$ cat src/rtl/MD_pkg.sv
// Shared types and constants for the motion-update read sequencer.
// FSM state encoding is fixed because it is exported as a debug output.
package MD_pkg;

  typedef enum logic [2:0] {
    ST_IDLE  = 3'd0,
    ST_LOAD  = 3'd1,
    ST_READ  = 3'd2,
    ST_DRAIN = 3'd3,
    ST_DONE  = 3'd4
  } mu_seq_state_t;

  localparam int MU_RD_LATENCY = 2;
  localparam int MU_NUM_CELLS  = 8;
  localparam int MU_PID_WIDTH  = 8;

endpackage

$ cat src/rtl/mu_cell_addr_gen.sv
// Per-cell read address walker for one position cache.
// Latches the particle count on load, then issues 0..count-1 as ready allows.
module mu_cell_addr_gen
  import MD_pkg::*;
#(
  parameter int PW = MU_PID_WIDTH
) (
  input  logic          clk,
  input  logic          rst,
  input  logic          load_i,
  input  logic          run_i,
  input  logic          ready_i,
  input  logic [PW-1:0] count_i,
  output logic          rd_en_o,
  output logic [PW-1:0] rd_addr_o,
  output logic          done_o
);

  logic [PW-1:0] count_q, count_d;
  logic [PW-1:0] addr_q, addr_d;
  logic [PW-1:0] rd_addr_q, rd_addr_d;
  logic          done_q, done_d;
  logic          rd_en_q, rd_en_d;
  logic          issue;
  logic [PW-1:0] last_addr;

  assign last_addr = count_q - PW'(1);
  assign issue     = run_i && !done_q && ready_i;

  // Next state: load resets the walk, an issue advances it by one address
  always_comb begin
    count_d   = count_q;
    addr_d    = addr_q;
    done_d    = done_q;
    rd_addr_d = rd_addr_q;
    rd_en_d   = 1'b0;
    if (load_i) begin
      count_d = count_i;
      addr_d  = '0;
      done_d  = (count_i == '0);
    end else if (issue) begin
      rd_en_d   = 1'b1;
      rd_addr_d = addr_q;
      addr_d    = addr_q + PW'(1);
      if (addr_q == last_addr) begin
        done_d = 1'b1;
      end
    end
  end

  // Per-cell state and registered cache read outputs
  always_ff @(posedge clk) begin
    if (!rst) begin
      count_q   <= '0;
      addr_q    <= '0;
      done_q    <= 1'b0;
      rd_en_q   <= 1'b0;
      rd_addr_q <= '0;
    end else begin
      count_q   <= count_d;
      addr_q    <= addr_d;
      done_q    <= done_d;
      rd_en_q   <= rd_en_d;
      rd_addr_q <= rd_addr_d;
    end
  end

  assign rd_en_o   = rd_en_q;
  assign rd_addr_o = rd_addr_q;
  assign done_o    = done_q;

endmodule

$ cat src/rtl/mu_rd_sequencer.sv
// Motion-update read sequencer: one pass walks every home-cell cache in parallel.
// Pass ends after all cells finish and the cache read pipeline drains.
module mu_rd_sequencer
  import MD_pkg::*;
#(
  parameter int NUM_CELLS         = MU_NUM_CELLS,
  parameter int PARTICLE_ID_WIDTH = MU_PID_WIDTH,
  parameter int RD_LATENCY        = MU_RD_LATENCY
) (
  input  logic                                   clk,
  input  logic                                   rst,
  input  logic                                   i_MU_start,
  input  logic                                   i_iter_target_reached,
  input  logic [NUM_CELLS*PARTICLE_ID_WIDTH-1:0] i_num_particles,
  input  logic [NUM_CELLS-1:0]                   i_MU_ready,
  output logic [NUM_CELLS*PARTICLE_ID_WIDTH-1:0] o_MU_rd_addr,
  output logic [NUM_CELLS-1:0]                   o_MU_rd_en,
  output logic [NUM_CELLS-1:0]                   o_cell_done,
  output logic                                   o_MU_working,
  output logic                                   o_MU_done,
  output logic [2:0]                             o_state
);

  localparam int PW = PARTICLE_ID_WIDTH;
  localparam int DL = (RD_LATENCY < 1) ? 1 : RD_LATENCY;
  localparam int DW = (DL > 1) ? $clog2(DL) : 1;

  mu_seq_state_t state_q, state_d;
  logic [DW-1:0] drain_q, drain_d;
  logic          load;
  logic          run;
  logic          all_done;

  assign load     = (state_q == ST_LOAD);
  assign run      = (state_q == ST_READ);
  assign all_done = &o_cell_done;

  for (genvar g = 0; g < NUM_CELLS; g++) begin : g_cell
    mu_cell_addr_gen #(
      .PW (PW)
    ) u_gen (
      .clk       (clk),
      .rst       (rst),
      .load_i    (load),
      .run_i     (run),
      .ready_i   (i_MU_ready[g]),
      .count_i   (i_num_particles[g*PW +: PW]),
      .rd_en_o   (o_MU_rd_en[g]),
      .rd_addr_o (o_MU_rd_addr[g*PW +: PW]),
      .done_o    (o_cell_done[g])
    );
  end

  // FSM state and drain counter registers
  always_ff @(posedge clk) begin
    if (!rst) begin
      state_q <= ST_IDLE;
      drain_q <= '0;
    end else begin
      state_q <= state_d;
      drain_q <= drain_d;
    end
  end

  // Next-state logic; drain counter only runs while in DRAIN
  always_comb begin
    state_d = state_q;
    drain_d = '0;
    unique case (state_q)
      ST_IDLE: begin
        if (i_MU_start && !i_iter_target_reached) begin
          state_d = ST_LOAD;
        end
      end
      ST_LOAD: state_d = ST_READ;
      ST_READ: begin
        if (all_done) begin
          state_d = ST_DRAIN;
        end
      end
      ST_DRAIN: begin
        if (drain_q == DW'(DL - 1)) begin
          state_d = ST_DONE;
        end else begin
          drain_d = drain_q + DW'(1);
        end
      end
      ST_DONE: state_d = ST_IDLE;
      default: state_d = ST_IDLE;
    endcase
  end

  // Status outputs decoded from the current state
  always_comb begin
    o_MU_working = 1'b0;
    o_MU_done    = 1'b0;
    o_state      = state_q;
    unique case (state_q)
      ST_LOAD, ST_READ, ST_DRAIN: o_MU_working = 1'b1;
      ST_DONE:                    o_MU_done    = 1'b1;
      default: ;
    endcase
  end

endmodule

$ cat config.mk
export PLATFORM = sky130hd
export DESIGN_NAME = mu_rd_sequencer
export DESIGN_NICKNAME = d
export VERILOG_FILES = /design/src/rtl/MD_pkg.sv /design/src/rtl/mu_cell_addr_gen.sv /design/src/rtl/mu_rd_sequencer.sv
export SDC_FILE = /design/constraint.sdc
export NUM_CORES = 1
export LEC_CHECK = 0
export CAP_MARGIN = 20
export CORE_MARGIN = 3
export CORE_UTILIZATION = 40
export CTS_BUF_LIST = sky130_fd_sc_hd__clkbuf_4
export CTS_CLUSTER_DIAMETER = 60
export DETAILED_ROUTE_END_ITERATION = 8
export SLEW_MARGIN = 30
export SYNTH_ARGS = -nofsm -noshare
export SYNTH_HDL_FRONTEND = slang
export SYNTH_SLANG_ARGS = --single-unit
export TNS_END_PERCENT = 50
$ cat constraint.sdc
create_clock -name clk -period 2 [get_ports clk]
set_input_delay 0.3 -clock clk [delete_from_list [all_inputs] [get_ports clk]]
set_output_delay 0.3 -clock clk [all_outputs]
set_load 0.03 [all_outputs]
==> results.toml <==
[logic_synthesis]
syn_area_per_cell_um2 = 7.84
async_flop_share = 0
seq_area_frac_synth = 0.422
netlist_area_mm2 = 0.0101
yosys.area.top_type = "dfxtp_1"
synthCells = 1283
ys_seq_elements = 212
synth_edf_count = 0
yosys.cell_types.count = 62
synth_area_leaders = "dfxtp_1 42%, nand2_1 12%, a21oi_1 7.8%, xnor2_1 7.0%, xor2_1 4.5%"
syn_nets = 1375
synth_ff_type = "dfxtp_1"
ys_warn_count = 0
synth_top_area_share = 0.422

[floorplanning]
core-area_mm2 = 0.0245
io_pins = 161
die_w_um = 165
initial_core_util = 0.410
die-area_mm2 = 0.0271
die_h_um = 165
num_rows = 57

[clock_network]
post_cts_buffers = 0
root_buffer = "clkbuf_4"
clk_pin_slew_ps = 60
worst_skew_pair.late_latency_ps = 670
clock_path_buffers = 3
clock-sinks = 212
htreeDepth = 2
cts_tree = "done"
hold_buffers = 0
cts_buffers = 58

[worst_setup_path]
cp.required_ps = 1700
rr_worst_depth = 6
endpoint = "o_MU_rd_en[6]"
cp_num_cells = 1
max_stage_delay_ps = 650
endpoint_kind = "output pin"
timing.rr.start = "o_state[0]"
slowest_stage = "clkdlybuf4s50_1"
reg2reg_to = "g_cell[5].u_gen.done_o"
reg2reg_slack_ps = 110
crit_buf_inv = 1
critPathTopFamily = "buffers and inverters"
cp_data_arrival_time_ps = 1630
start_kind = "flip-flop"
cp_max_fo = 1
path_class = "reg -> out"
crit_chain = "clkdlybuf4s50_1"
cp-startpoint = "g_cell[6].u_gen.rd_en_o"

[timing]
max_slew_margin = 0.582
fmax_ghz = 0.519
tightest_slew_ps = 621
slew_viol_final = 0
setup_slack_ps = 74.2
fin_crit_ps = 1930
hold_violations = 0
period_share = 0.963
grt_setup_unrepaired = "no"
setup_viol = 0
holdWs_ps = 204
clock_skew_ps = 47.3

[routing]
drtIter0Drc = 498
drt_wl_total_um = 26200
firstDrtPassIters = 5
ant_nets = 0
num_vias = 9171
wire_per_inst_um = 14.4
via_per_inst = 5.05
drc_errors = 0

[run]
cap_violations = 0

[place]
port_buffers = 160
dp_slack_ps = -117
place_area_mm2 = 0.0120
hpwl_um = 18700
place.gp.congestion = 0.816

[layout]
area_growth_pct = 25.9
fin_nets = 1544
layout-drive-gt1-share = 0.103
stdcell_area_mm2 = 0.0127
nFillCells = 2486

[power]
p_leak_nw = 4.87
swShare = 0.257
pwr-share-comb = 0.099
power_frac_clock = 0.411
power_density_mw_per_mm2 = 703
ir_worst_vdd_mv = 0.412
power.switching_mw = 2.29
total_power_mw = 8.90
pwr-share-seq = 0.490
intPower_mw = 6.61

[global_route]
grt_pass1_vias = 8688
grt_pass1_wl_um = 42900
grt_max_degree = 87
grt_usage = 0.192
antenna_found_initial = 4
gr-total-overflow = 0

[run_status]
status = "complete, no violations"

[worst_hold_path]
hold_path_class = "in -> reg"
==> timing repair <==
action / in CTS / in global routing
pin swaps: 0 / 0
resized for setup: 87 / 12
setup endpoints to repair: 81 / 11
==> flip-flops by register name (all words and copies together) (netlist names) <==
name,cells
g_cell.u_gen.addr_q,64
g_cell.u_gen.rd_addr_o,64
drain_q,1
g_cell.u_gen.rd_en_o,8
g_cell.u_gen.done_o,8
o_state,3
g_cell.u_gen.count_q,64
==> power groups by stage <==
stage	registers [mW]	clock network [mW]	logic [mW]
2_1_floorplan	4.43	0	0.524
3_3_place_gp	4.45	0	0.878
3_5_place_dp	4.45	0	0.890
4_1_cts	4.35	3.82	0.889
5_1_grt	4.36	4.06	0.983
6_report	4.36	3.66	0.885
==> through the flow <==
step	util	TNS (ps)	std cells
finish	0.516	0	1816
global placement	0.491	-170	1716
detailed placement	0.491	-117	1716
CTS	0.514	0	1815
global route	0.516	0	1816
floorplan	-	0	1283
==> synthesized netlist by cell type, types with 3 or more instances <==
master,n
a211oi_1,6
a21oi_1,156
a31o_2,4
a31oi_1,5
and2_0,3
and2_1,5
and3_1,11
buf_2,13
buf_4,17
clkbuf_1,62
dfxtp_1,212
ha_1,16
inv_1,22
nand2_1,311
nand2b_1,4
nand3_1,28
nand3b_1,3
nand4_1,21
nand4b_1,4
nor2_1,91
nor2b_1,5
nor3_1,30
nor3b_1,7
nor4_1,26
nor4_2,4
o2111ai_1,4
o211ai_1,4
o21ai_0,20
o21bai_1,4
o311ai_0,3
o41ai_1,5
or3_1,10
xnor2_1,80
xor2_1,52
==> kinds of logic (layout without fill, tap and decap cells) <==
group | Yosys count | in the layout | synth area share
and+or+nand+nor | 573 | 573 | 0.257
AOI/OAI and AO/OA | 231 | 231 | 0.132
DFF | 212 | 212 | 0.422
xor gates and xnor gates | 132 | 132 | 0.115
buffers and inverters | 118 | 326 | 0.0528
adders and majority gates | 16 | 16 | 0.0199
muxes | 1 | 1 | 0.000996
other | 0 | 1 | 0
==> how the worst min path moves through the flow <==
stage                                 startpoint                      endpoint  slack [ps]  cells past startpoint
CTS                          i_num_particles[14]    g_cell[1].u_gen.count_q[6]         140                      3
global placement    g_cell[2].u_gen.rd_addr_o[4]  g_cell[2].u_gen.rd_addr_o[4]         440                      2
global route                 i_num_particles[14]    g_cell[1].u_gen.count_q[6]         180                      3
floorplan                                drain_q                       drain_q         430                      1
finish                       i_num_particles[14]    g_cell[1].u_gen.count_q[6]         200                      3
detailed placement  g_cell[0].u_gen.rd_addr_o[5]  g_cell[0].u_gen.rd_addr_o[5]         450                      2
==> metal layers <==
metal	global-route usage	wire length [um]
met2	0.307	11900
met4	0.0671	540
met3	0.0431	1420
met5	0	34
met1	0.255	12200
==> placed cells by master (no fill, tap or decap), types with 14 or more instances in the layout <==
cell | netlist | layout
nor2_1 | 91 | 90
clkbuf_4 | 0 | 85
nor3_1 | 30 | 29
a21oi_1 | 156 | 156
nand2_1 | 311 | 310
nor4_1 | 26 | 25
buf_4 | 17 | 38
clkinv_1 | 0 | 14
xor2_1 | 52 | 52
xnor2_1 | 80 | 80
inv_1 | 22 | 22
o21ai_0 | 20 | 20
clkdlybuf4s50_1 | 0 | 79
nand3_1 | 28 | 28
dlygate4sd2_1 | 0 | 73
nand4_1 | 21 | 21
ha_1 | 16 | 16
dfxtp_1 | 212 | 210
==> area by class of cell <==
cell class                 instances  area, um^2  area share
multi-input combinational        953        5310       0.420
clock inverter                    15        56.3     0.00445
clock buffer                      84         631      0.0498
sequential                       212        4250       0.336
inverter                          23        88.8     0.00702
tap                              324         405      0.0320
antenna                            1        2.50    0.000198
timing repair buffer             204        1920       0.151
No activity file was read; power rests on OpenSTA's default activity.
